## config.mk

```make
export PLATFORM = sky130hd
export DESIGN_NAME = i2s_target_tx
export DESIGN_NICKNAME = d
export VERILOG_FILES = /design/src/rtl/i2s_target_tx.sv
export SDC_FILE = /design/constraint.sdc
export NUM_CORES = 1
export LEC_CHECK = 0
export ABC_AREA = 1
export CORE_AREA = 2 2 176 109
export CTS_BUF_LIST = sky130_fd_sc_hd__clkbuf_16
export DETAILED_ROUTE_END_ITERATION = 10
export DIE_AREA = 0 0 178 111
export GPL_TIMING_DRIVEN = 1
export PLACE_DENSITY_LB_ADDON = 0.1
export SLEW_MARGIN = 20
export SYNTH_ARGS = -nofsm -noshare
export SYNTH_HDL_FRONTEND = slang
export SYNTH_SLANG_ARGS = --single-unit
```

## constraint.sdc

```tcl
create_clock -name lmmi_clk_i -period 2.35 [get_ports lmmi_clk_i]
set_input_delay 0.47 -clock lmmi_clk_i [delete_from_list [all_inputs] [get_ports lmmi_clk_i]]
set_output_delay 0.47 -clock lmmi_clk_i [all_outputs]
set_load 0.01 [all_outputs]
```

## src/rtl/i2s_target_tx.sv

```systemverilog
// I2S target transmitter: follows an external SCK/WS pair and shifts stereo samples out MSB-first.
// Optional build macro I2S_TX_UNDERRUN_REPEAT_EN: on underrun, resend the last loaded pair instead of zeros.
module i2s_target_tx #(
  parameter int DATA_WIDTH = 24,
  parameter int CNT_WIDTH  = 16
) (
  input  logic                  lmmi_clk_i,
  input  logic                  reset_n_i,
  input  logic                  conf_en_i,
  input  logic                  i2s_sck_i,
  input  logic                  i2s_ws_i,
  output logic                  i2s_sd_o,
  input  logic [DATA_WIDTH-1:0] sample_l_i,
  input  logic [DATA_WIDTH-1:0] sample_r_i,
  input  logic                  sample_valid_i,
  output logic                  sample_ready_o,
  output logic                  underrun_o,
  output logic [CNT_WIDTH-1:0]  underrun_cnt_o,
  output logic                  aligned_o
);

  localparam int BW = $clog2(DATA_WIDTH + 1);
  localparam logic [BW-1:0] BITS_L = BW'(DATA_WIDTH);

  typedef enum logic [1:0] {
    ST_IDLE  = 2'd0,
    ST_LEFT  = 2'd1,
    ST_RIGHT = 2'd2
  } state_t;

  logic                  sck_meta_q, sck_sync_q, sck_hist_q;
  logic                  ws_meta_q, ws_sync_q, ws_hist_q;
  logic                  ws_cap_q, ws_cap_d;
  state_t                state_q, state_d;
  logic [DATA_WIDTH-1:0] buf_l_q, buf_l_d, buf_r_q, buf_r_d;
  logic                  buf_full_q, buf_full_d;
  logic [DATA_WIDTH-1:0] sh_l_q, sh_l_d, sh_r_q, sh_r_d;
  logic [BW-1:0]         bit_cnt_q, bit_cnt_d;
  logic                  sd_q, sd_d;
  logic                  underrun_q, underrun_d;
  logic [CNT_WIDTH-1:0]  cnt_q, cnt_d;
  logic                  run_q;
`ifdef I2S_TX_UNDERRUN_REPEAT_EN
  logic [DATA_WIDTH-1:0] last_l_q, last_l_d, last_r_q, last_r_d;
`endif

  logic sck_rise_s, sck_fall_s, ws_start_s, left_start_s, right_start_s;
  logic ready_s, accept_s;

  assign sck_rise_s    = sck_sync_q & ~sck_hist_q;
  assign sck_fall_s    = ~sck_sync_q & sck_hist_q;
  // WS history is time-aligned with the SCK history, i.e. WS as it was when SCK rose.
  assign ws_start_s    = sck_rise_s & (ws_hist_q != ws_cap_q);
  assign left_start_s  = ws_start_s & ~ws_hist_q;
  assign right_start_s = ws_start_s & ws_hist_q;

  // run_q keeps ready low while reset is asserted even if the enable is high.
  assign ready_s  = conf_en_i & run_q & ~buf_full_q;
  assign accept_s = sample_valid_i & ready_s;

  assign sample_ready_o = ready_s;
  assign i2s_sd_o       = sd_q;
  assign underrun_o     = underrun_q;
  assign underrun_cnt_o = cnt_q;
  assign aligned_o      = (state_q != ST_IDLE);

  // Next-state, buffer, shifter and serial-data computation.
  always_comb begin
    ws_cap_d   = ws_cap_q;
    state_d    = state_q;
    buf_l_d    = buf_l_q;
    buf_r_d    = buf_r_q;
    buf_full_d = buf_full_q;
    sh_l_d     = sh_l_q;
    sh_r_d     = sh_r_q;
    bit_cnt_d  = bit_cnt_q;
    sd_d       = sd_q;
    underrun_d = 1'b0;
    cnt_d      = cnt_q;
`ifdef I2S_TX_UNDERRUN_REPEAT_EN
    last_l_d   = last_l_q;
    last_r_d   = last_r_q;
`endif

    if (sck_rise_s) begin
      ws_cap_d = ws_hist_q;
    end else begin
      ws_cap_d = ws_cap_q;
    end

    if (accept_s) begin
      buf_l_d    = sample_l_i;
      buf_r_d    = sample_r_i;
      buf_full_d = 1'b1;
    end else begin
      buf_full_d = buf_full_q;
    end

    if (!conf_en_i) begin
      state_d   = ST_IDLE;
      sh_l_d    = '0;
      sh_r_d    = '0;
      bit_cnt_d = '0;
      sd_d      = 1'b0;
    end else begin
      case (state_q)
        ST_IDLE: begin
          sd_d = 1'b0;
          if (left_start_s) state_d = ST_LEFT;
          else              state_d = ST_IDLE;
        end
        ST_LEFT: begin
          if (right_start_s) state_d = ST_RIGHT;
          else               state_d = ST_LEFT;
        end
        ST_RIGHT: begin
          if (left_start_s) state_d = ST_LEFT;
          else              state_d = ST_RIGHT;
        end
        default: state_d = ST_IDLE;
      endcase

      if (left_start_s) begin
        bit_cnt_d = '0;
        if (buf_full_q) begin
          sh_l_d     = buf_l_q;
          sh_r_d     = buf_r_q;
          buf_full_d = 1'b0;
`ifdef I2S_TX_UNDERRUN_REPEAT_EN
          last_l_d   = buf_l_q;
          last_r_d   = buf_r_q;
`endif
        end else begin
`ifdef I2S_TX_UNDERRUN_REPEAT_EN
          sh_l_d = last_l_q;
          sh_r_d = last_r_q;
`else
          sh_l_d = '0;
          sh_r_d = '0;
`endif
          underrun_d = 1'b1;
          if (cnt_q != {CNT_WIDTH{1'b1}}) cnt_d = cnt_q + CNT_WIDTH'(1);
          else                            cnt_d = cnt_q;
        end
      end else if (right_start_s && (state_q == ST_LEFT)) begin
        bit_cnt_d = '0;
      end else if (sck_fall_s && (state_q != ST_IDLE)) begin
        // Past the word length the shifter is exhausted; pad the slot with zeros.
        if (bit_cnt_q < BITS_L) begin
          bit_cnt_d = bit_cnt_q + BW'(1);
          if (state_q == ST_LEFT) begin
            sd_d   = sh_l_q[DATA_WIDTH-1];
            sh_l_d = {sh_l_q[DATA_WIDTH-2:0], 1'b0};
          end else begin
            sd_d   = sh_r_q[DATA_WIDTH-1];
            sh_r_d = {sh_r_q[DATA_WIDTH-2:0], 1'b0};
          end
        end else begin
          sd_d = 1'b0;
        end
      end else begin
        bit_cnt_d = bit_cnt_q;
      end
    end
  end

  // Synchronisers and all state registers.
  always_ff @(posedge lmmi_clk_i or negedge reset_n_i) begin
    if (!reset_n_i) begin
      sck_meta_q <= 1'b0;
      sck_sync_q <= 1'b0;
      sck_hist_q <= 1'b0;
      ws_meta_q  <= 1'b0;
      ws_sync_q  <= 1'b0;
      ws_hist_q  <= 1'b0;
      ws_cap_q   <= 1'b0;
      state_q    <= ST_IDLE;
      buf_l_q    <= '0;
      buf_r_q    <= '0;
      buf_full_q <= 1'b0;
      sh_l_q     <= '0;
      sh_r_q     <= '0;
      bit_cnt_q  <= '0;
      sd_q       <= 1'b0;
      underrun_q <= 1'b0;
      cnt_q      <= '0;
      run_q      <= 1'b0;
`ifdef I2S_TX_UNDERRUN_REPEAT_EN
      last_l_q   <= '0;
      last_r_q   <= '0;
`endif
    end else begin
      sck_meta_q <= i2s_sck_i;
      sck_sync_q <= sck_meta_q;
      sck_hist_q <= sck_sync_q;
      ws_meta_q  <= i2s_ws_i;
      ws_sync_q  <= ws_meta_q;
      ws_hist_q  <= ws_sync_q;
      ws_cap_q   <= ws_cap_d;
      state_q    <= state_d;
      buf_l_q    <= buf_l_d;
      buf_r_q    <= buf_r_d;
      buf_full_q <= buf_full_d;
      sh_l_q     <= sh_l_d;
      sh_r_q     <= sh_r_d;
      bit_cnt_q  <= bit_cnt_d;
      sd_q       <= sd_d;
      underrun_q <= underrun_d;
      cnt_q      <= cnt_d;
      run_q      <= 1'b1;
`ifdef I2S_TX_UNDERRUN_REPEAT_EN
      last_l_q   <= last_l_d;
      last_r_q   <= last_r_d;
`endif
    end
  end

endmodule

```

Yosys cells after proc, flatten, opt, wreduce, memory -nomap -nowiden. Index checks and enable logic that the tools add are counted.

Register bits: 130. Output and inout port bits: 20. Logic and storage cells: 90.

Add/subtract/negate cells: 2. Order comparisons: 1. Eq/ne operators: 11. Multiplexer cells: 38. Bitwise gates (word level): 12. Reductions and logical operators: 8.

Operators with widths (number): $mux W24 (14); $mux W5 (5); $add A16 B1 Y16 const B (1); $ne A16 B16 Y1 const B (1); $mux W1 (15); $reduce_and A4 Y1 (3); $ne A3 B1 Y1 const B (3); $and A1 B1 Y1 (8); $ne A4 B1 Y1 const B (2); $mux W2 (3); $ne A3 B3 Y1 const B (2); $pmux W2 S3 (1); $add A5 B1 Y5 const B (1); $lt A5 B5 Y1 const B (1); $not A1 Y1 (4); $eq A2 B1 Y1 const B (1); $eq A2 B2 Y1 const B (1); $logic_and A1 B1 Y1 (2); $logic_not A2 Y1 (1); $reduce_and A2 Y1 (1); $reduce_bool A2 Y1 (1); $ne A1 B1 Y1 (1).

Longest topological paths before layout. Gate-level depths: netlist of run 1.

Depth after elaboration: 8. Gate-level depth with buffers: 10.

Worst setup path before layout of run 1. Ideal clock, no wire load.

Path kind: register -> register. From: register cnt_q[0] (netlist: underrun_cnt_o[0]). To: register cnt_q[3] (netlist: underrun_cnt_o[3]). Setup time: 0.116 ns. Arrival time: 1.480 ns. Required time: 2.234 ns. Path slack: 0.754 ns. Cell stages (with the launch flop): 10. Period minus slack after synthesis: 1.596 ns. Cells stage by stage: dfrtp_1 -> ha_1 -> nand3_2 -> nor2_4 -> nand4_2 -> nand2_4 -> inv_2 -> buf_6 -> nand2_1 -> nand2_1.

Cells in the longest elaborated chain, start to end: 2.

RTL lines: from (decl) (line 41) `logic [CNT_WIDTH-1:0] cnt_q, cnt_d;`; from (signal assigned) (line 209) `cnt_q <= cnt_d;`; parallel branches: the longest is 2 deep, another holds $add A16 B1 Y16.

Several ways; the timed one is not identified. A chain may end at the register's enable or synchronous reset.

Worst setup path in the final report of run 1.
From: input port conf_en_i. To: output port sample_ready_o.

Cells in the longest elaborated chain, start to end: 2.

RTL lines: from (decl) (line 9) `input logic conf_en_i,`; $and A1 B1 Y1 (2 in series) (line 58) `assign ready_s = conf_en_i & run_q & ~buf_full_q;`; to (decl) (line 16) `output logic sample_ready_o,`.

Every way passes these cells.

==> out/qor.log, run 1 <==
[sta] Min Clock Period, post-route 2.18 ns
[power] VDD IR max 0.448 mV
[grt] grt total ovfl 0
[critical_path] largest fanout of any net on the critical path 3
[die] FP Rows 39
[sta] final number of max-transition violations 0
[final_layout] area overhead of the layout relative to synthesis 25.8%
[critical_path] Crit path top cell by count clkdlybuf4s50_1
[die] starting density of the core 33.1%
[critical_path] element type at the critical path start input pin
[placed_design] worst-case setup slack after placement 0.164 ns
[clock_tree] cts hold-fix bufs 0
[yosys] Avg Cell Area, Syn 8.81 um^2
[clock_tree] later-pin clock latency in the skew report 0.40 ns
[yosys] total of flip-flops plus latches after synthesis 130
[critical_path] Crit Path Class input pin to output port
[grt] routing usage on met2 21.6%
[clock_tree] root buffer cell clkbuf_16
[sta] transition time at the pin with the least slew margin 0.654 ns
[yosys] cell type contributing the most total cell area after synthesis dfrtp_1
[yosys] Yosys cell types 31
[sta] Setup Viol. Count Final 0
[grt] initial antenna violation count 0
[grt] busiest layer in global routing met1
[yosys] instance count of the mapped netlist 690
[yosys] synth warn 0
[grt] gr usage total 14.9%
[final_layout] number of antenna cells inserted 0
[routing] Via-to-Cell Ratio 4.53
[sta] worst clock skew 0.00801 ns
[sta] Tcrit/Tclk final 92.8%
[yosys] combined area of all synthesized cells 6080 um^2
[placed_design] RD Place Congestion 0.816
[final_layout] number of nets at the end of the flow 823
[final_layout] fraction of final layout cells with drive strength greater than 1 14.2%
[grt] vias in the first global route 4658
[die] floorplan die area 19800 um^2
[yosys] Seq/Total Area, Yosys 53.5%
[clock_tree] sink count of the clock tree 130
[sta] unrepaired setup endpoints after global routing no
[routing] final routed DRC violation total 0
[clock_tree] clock input transition at the sequential cells of the worst setup and hold paths 0.06 ns
[sta] hold violation total from the final report 0
[critical_path] largest incremental delay on the critical path 0.55 ns
[grt] pin count of the biggest net entering global routing 69
[critical_path] data required time at the worst endpoint 1.88 ns
[yosys] post-synth top area share 53.5%
[power] Static Leakage 3.71 nW
[placed_design] post-DP HPWL 8.80 mm
[sta] maximum achievable frequency 0.458 GHz
[routing] Routed wire per std cell 13.2 um
[yosys] top cells by area, synth dfrtp_1, nand2_1, mux2_2
[die] x dimension of the die 178 um
[clock_tree] clock tree from TritonCTS done
[routing] DR vias 4646
[critical_path] arrival time at the worst endpoint 1.71 ns
[min_path] worst min-delay path class input pin to async pin
[die] core outline area 18400 um^2
[sta] Final WS setup 0.169 ns
[clock_tree] CTS buffer count 17
[flow_run] max-cap check violation count 0
[placed_design] PortBufs 73
[clock_tree] post-cts gate resize count 0
[clock_tree] Max clock buf depth 2
[grt] GR Util met1 22.3%
[critical_path] series of cell instances along the critical path clkdlybuf4s50_1 > nand2_1 > nor2_2 > clkdlybuf4s50_1
[outcome] status completed
[grt] global-route wire length before repair 23.3 mm
[critical_path] worst-case reg-to-reg path depth 8
[clock_tree] H-tree depth reported by CTS 4
[die] I/O pin count 74
[clock_tree] setup repair bufs after CTS 0
[sta] worst max-slew margin expressed relative to the limit 56.4%
[critical_path] Worst path slowest cell clkdlybuf4s50_1
[routing] number of detailed-routing iterations run before antenna repair 4
[die] y dimension of the die 111 um
[yosys] net count after synthesis 746
[critical_path] endpoint type of the worst setup path output port
[routing] number of DRC markers in iteration 0 341
[routing] overall routed net length 13.6 mm
[sta] total negative setup slack 0 ns
[routing] residual antenna-violating net count after detailed routing 0
[power] total power divided by cell area 849 nW/um^2
[grt] met3 routing resource usage after global routing 3.19%
[worst max-delay path, delay by kind of cell]
kind                   cells  cell delay, ns
buffers and inverters      2            1.06
AND/OR/NAND/NOR            2            0.18
[through the flow]
| step | total power, W | area, um^2 | util [%] | hold slack, ns | instances |
|---|---|---|---|---|---|
| after CTS | 0.00660 | 7650 | 41.6 | 0.0965 | 1025 |
| after detailed placement | 0.00407 | 7100 | 38.6 | 0.336 | 994 |
| after global routing | 0.00688 | 7650 | 41.6 | 0.127 | 1025 |
| after global placement | 0.00404 | 7100 | 38.6 | 0.344 | 994 |
| after floorplan | 0.00366 | 6080 | - | 0.174 | 690 |
| final | 0.00649 | 7650 | 41.6 | 0.0724 | 1025 |
[Yosys cell counts (all sizes together)]
cell type / n
a21boi: 1
a21oi: 4
and2: 1
buf: 24
clkbuf: 6
conb: 1
dfrtp: 130
ha: 2
inv: 27
mux2: 48
nand2: 324
nand3: 43
nand4: 8
nor2: 26
nor3: 1
o21ai: 35
xnor2: 7
xor2: 2
[logic make-up (layout without fill, tap and decap cells)]
family | after synthesis | count (layout) | synth area share (%)
compound gates | 40 | 40 | 3.40
mux | 48 | 48 | 9.44
flops | 130 | 130 | 53.5
fa+ha+maj | 2 | 2 | 0.411
other cells | 1 | 1 | 0.0617
buf+inv | 57 | 146 | 4.53
xor+xnor | 9 | 9 | 1.30
simple gates | 403 | 403 | 27.4
[final cells by class]
| type | instances | area (um^2) |
|---|---|---|
| fillers | 1744 | 10700 |
| flip-flops and latches | 130 | 3250 |
| multi-input cells | 503 | 2550 |
| repair buffers | 88 | 882 |
| clock buffers | 17 | 425 |
| well taps | 246 | 308 |
| clock inverters | 14 | 126 |
| inverters | 27 | 101 |
[power breakdown]
group | internal [W] | total, W | switching (W)
sequential | 0.00271 | 0.00298 | 0.000270
clock | 0.00153 | 0.00248 | 0.000952
combinational | 0.000588 | 0.00103 | 0.000441
total | 0.00483 | 0.00649 | 0.00166
[routing by layer]
metal / wire [um] / share of wire [%]
met1: 7130 / 53
met2: 5810 / 43
met3: 511 / 3.8
met4: 95 / 0.70
met5: 0 / 0
[final timing paths]
path                              startpoint                  to  slack (ns)
setup reg to reg           underrun_cnt_o[1]  underrun_cnt_o[13]        0.51
min in group lmmi_clk_i           sck_meta_q          sck_sync_q        0.36
hold reg to reg                   sck_meta_q          sck_sync_q        0.36
setup / recovery                   conf_en_i      sample_ready_o        0.17
max in group asynchronous          reset_n_i         buf_r_q[14]        1.59
hold / removal                     reset_n_i          buf_l_q[9]        0.07
[registers in the layout, indices dropped and copies added (netlist names), 2 cells and up]
name and count:
sh_l_q 24, sh_r_q 24, buf_r_q 24, underrun_cnt_o 16, bit_cnt_q 5, buf_l_q 24, state_q 2
[layout by cell type, fill, tap and decap left out, types with 2 or more instances in the layout]
master / Yosys / routed
clkinv_4: 0 / 2
o21ai_1: 2 / 2
nor2_4: 4 / 4
clkinv_1: 0 / 2
a21oi_1: 4 / 4
ha_1: 2 / 2
xnor2_1: 7 / 7
xor2_1: 2 / 2
buf_4: 6 / 12
nand4_1: 7 / 7
mux2_2: 39 / 39
inv_2: 4 / 4
clkinv_2: 0 / 3
o21ai_0: 32 / 32
nand2_1: 320 / 319
clkdlybuf4s50_1: 0 / 72
clkinvlp_4: 0 / 2
mux2_4: 9 / 9
nand3_1: 40 / 40
nand2_2: 3 / 4
nor2_2: 3 / 3
bufinv_16: 0 / 2
dfrtp_1: 130 / 130
clkbuf_16: 0 / 17
inv_1: 23 / 26
buf_12: 0 / 3
nor2_1: 19 / 19
nand3_2: 3 / 3
No activity file was read; power rests on OpenSTA's default activity.
==> inputs of run 2 (changes only) <==
--- a/config.mk
+++ b/config.mk
@@ -12,7 +12,8 @@
 export DIE_AREA = 0 0 178 111
 export GPL_TIMING_DRIVEN = 1
 export PLACE_DENSITY_LB_ADDON = 0.1
-export SLEW_MARGIN = 20
+export SKIP_LAST_GASP = 1
+export SLEW_MARGIN = 25
 export SYNTH_ARGS = -nofsm -noshare
 export SYNTH_HDL_FRONTEND = slang
 export SYNTH_SLANG_ARGS = --single-unit
==> constraint.sdc (replaced) <==
create_clock -name lmmi_clk_i -period 2.35 [get_ports lmmi_clk_i]
set_input_delay 0.705 -clock lmmi_clk_i [delete_from_list [all_inputs] [get_ports lmmi_clk_i]]
set_output_delay 0.705 -clock lmmi_clk_i [all_outputs]
set_load 0.01 [all_outputs]
==> run 2 against run 1 <==
Effect of this change:
- total power grew 5.7%
- clock power up 14%
- global-route usage is essentially flat
==> out/qor.log, run 2 (synthesized netlist as in run 1, its figures left out) <==
[sta] final number of max-transition violations 0 [unchanged]
[grt] pin count of the biggest net entering global routing 56 [was 69]
[outcome] status completed [unchanged]
[clock_tree] Max clock buf depth 2 [unchanged]
[die] y dimension of the die 111 um [unchanged]
[routing] residual antenna-violating net count after detailed routing 0 [unchanged]
[critical_path] combined buffer and inverter count along the critical path 2 [unchanged]
[routing] Routed wire per std cell 13.3 um [was 13.2 um]
[power] Static Leakage 3.79 nW [was 3.71 nW]
[final_layout] final instance count without filler cells 1032 [was 1025]
[die] floorplan die area 19800 um^2 [unchanged]
[grt] global-route wire length before repair 23.3 mm [about the same]
[sta] hold violation total from the final report 0 [unchanged]
[final_layout] fraction of the core area covered by cells at the end of the flow 42.6% [was 41.6%]
[critical_path] Worst path slowest cell clkdlybuf4s50_1 [unchanged]
[routing] number of detailed-routing iterations run before antenna repair 5 [was 4]
[grt] gr usage total 14.8% [was 14.9%]
[critical_path] kind of cell adding the most delay to the critical path buffers and inverters [unchanged]
[final_layout] number of nets at the end of the flow 829 [was 823]
[final_layout] fraction of final layout cells with drive strength greater than 1 15.6% [was 14.2%]
[clock_tree] cts hold-fix bufs 0 [unchanged]
[clock_tree] clock input transition at the sequential cells of the worst setup and hold paths 0.07 ns [was 0.06 ns]
[critical_path] Crit Path Class input pin to output port [unchanged]
[placed_design] PortBufs 73 [unchanged]
[routing] Via-to-Cell Ratio 4.54 [was 4.53]
[die] core outline area 18400 um^2 [unchanged]
[min_path] worst min-delay path class input pin to async pin [unchanged]
[grt] initial antenna violation count 0 [unchanged]
[final_layout] number of antenna cells inserted 0 [unchanged]
[sta] maximum achievable frequency 0.435 GHz [was 0.458 GHz]
[routing] number of DRC markers in iteration 0 324 [was 341]
[placed_design] Post-Place Cells 1000 [was 994]
[final_layout] area overhead of the layout relative to synthesis 28.7% [was 25.8%]
[placed_design] post-DP HPWL 9.06 mm [was 8.80 mm]
[clock_tree] H-tree depth reported by CTS 4 [unchanged]
[final_layout] most common cell after layout, fill and taps aside nand2_1 [unchanged]
[critical_path] data required time at the worst endpoint 1.64 ns [was 1.88 ns]
[die] FP Rows 39 [unchanged]
[critical_path] series of cell instances along the critical path clkdlybuf4s50_1 > nand2_1 > nor2_2 > clkdlybuf4s15_1 [was clkdlybuf4s50_1 > nand2_1 > nor2_2 > clkdlybuf4s50_1]
[die] starting density of the core 33.1% [unchanged]
[routing] DR vias 4684 [was 4646]
[die] I/O pin count 74 [unchanged]
[clock_tree] root buffer cell clkbuf_16 [unchanged]
[critical_path] element type at the critical path start input pin [unchanged]
[grt] vias in the first global route 4683 [was 4658]
[critical_path] arrival time at the worst endpoint 1.60 ns [was 1.71 ns]
[clock_tree] clock tree from TritonCTS done [unchanged]
[sta] Tcrit/Tclk final 97.9% [was 92.8%]
[power] total power divided by cell area 877 nW/um^2 [was 849 nW/um^2]
[sta] Setup Viol. Count Final 0 [unchanged]
[sta] worst clock skew 0.0119 ns [was 0.00801 ns]
[routing] overall routed net length 13.7 mm [was 13.6 mm]
[clock_tree] sink count of the clock tree 130 [unchanged]
[placed_design] RD Place Congestion 0.808 [was 0.816]
[final_layout] commonest cells after routing, fill and taps aside nand2_1, dfrtp_1, clkdlybuf4s50_1 [unchanged]
[critical_path] slack of the worst reg-to-reg path 0.54 ns [was 0.51 ns]
[grt] grt total ovfl 0 [unchanged]
[flow_run] max-cap check violation count 0 [unchanged]
[clock_tree] later-pin clock latency in the skew report 0.41 ns [was 0.40 ns]
[critical_path] endpoint type of the worst setup path output port [unchanged]
[critical_path] largest fanout of any net on the critical path 2 [was 3]
[sta] transition time at the pin with the least slew margin 0.525 ns [was 0.654 ns]
[routing] final routed DRC violation total 0 [unchanged]
[sta] worst max-slew margin expressed relative to the limit 65.0% [was 56.4%]
[die] x dimension of the die 178 um [unchanged]
[sta] unrepaired setup endpoints after global routing no [unchanged]
[sta] Min Clock Period, post-route 2.30 ns [was 2.18 ns]
[power] VDD IR max 0.473 mV [was 0.448 mV]
[clock_tree] CTS buffer count 17 [unchanged]
[critical_path] largest incremental delay on the critical path 0.48 ns [was 0.55 ns]
[run 2: changes by cell type in the layout (fill, tap and decap cells not counted), moves of 2 or more]
| cell | before | now |
|---|---|---|
| buf_12 | 3 | 7 |
| clkinv_4 | 2 | 5 |
| inv_1 | 26 | 23 |
| buf_4 | 12 | 14 |
| bufinv_16 | 2 | 4 |
| clkinv_1 | 2 | 0 |
[run 2: stage by stage]
stage	cell area (um^2)	power [W]	setup slack, ns	hold slack [ns]	setup TNS [ns]
2_1_floorplan	6080	0.00366	0.640	0.331	0
3_3_place_gp	7190	0.00406	-0.253	0.344	-0.253
3_5_place_dp	7190	0.00409	-0.246	0.337	-0.246
4_1_cts	7830	0.00698	0.0174	0.257	0
5_1_grt	7830	0.00724	0.0205	0.279	0
6_report	7830	0.00686	0.0491	0.242	0
[run 2: timing repair]
item	4_1_cts	5_1_grt
endpoints found under the setup margin	1	1
pin swaps	0	0
resized for setup	1	1
setup buffers	0	0
[run 2: path summary, 6_finish.rpt]
check / depth (start not counted) / start / end
min in group lmmi_clk_i: 0 / ws_sync_q / ws_hist_q
max reg2reg: 8 / underrun_cnt_o[0] / underrun_cnt_o[15]
min reg2reg: 0 / ws_sync_q / ws_hist_q
max: 4 / conf_en_i / sample_ready_o
max in group asynchronous: 2 / reset_n_i / buf_r_q[20]
min: 1 / reset_n_i / buf_l_q[9]
[run 2: per-layer routing]
metal	share of wire, %	vias to the layer above	track usage (%)
li1	-	2358	-
met1	52	2218	21.5
met2	43	93	22.1
met3	4.2	15	3.16
met4	1.0	0	4.70
met5	0	-	0
[run 2: area by class of cell]
class                      instances  area (um^2)
fill                            1774        10600
multi-input combinational        503         2550
timing repair buffer              94          977
sequential                       130         3250
clock buffer                      17          425
tap                              246          308
clock inverter                    15          209
inverter                          27          101
[run 2: worst register-to-register path, cell delays in order, from the launching register on]
cell and delay (ns):
dfrtp_1 0.49, ha_1 0.25, nand3_2 0.14, nor2_4 0.19
nand4_2 0.17, nand2_4 0.18, inv_2 0.13, nand2_1 0.08
nand2_1 0.06
[run 2: power by group]
group	internal (W)	switching, W	total [W]
registers	0.00271	0.000291	0.00300
logic	0.000595	0.000433	0.00103
clock network	0.00179	0.00105	0.00283
total	0.00510	0.00177	0.00686
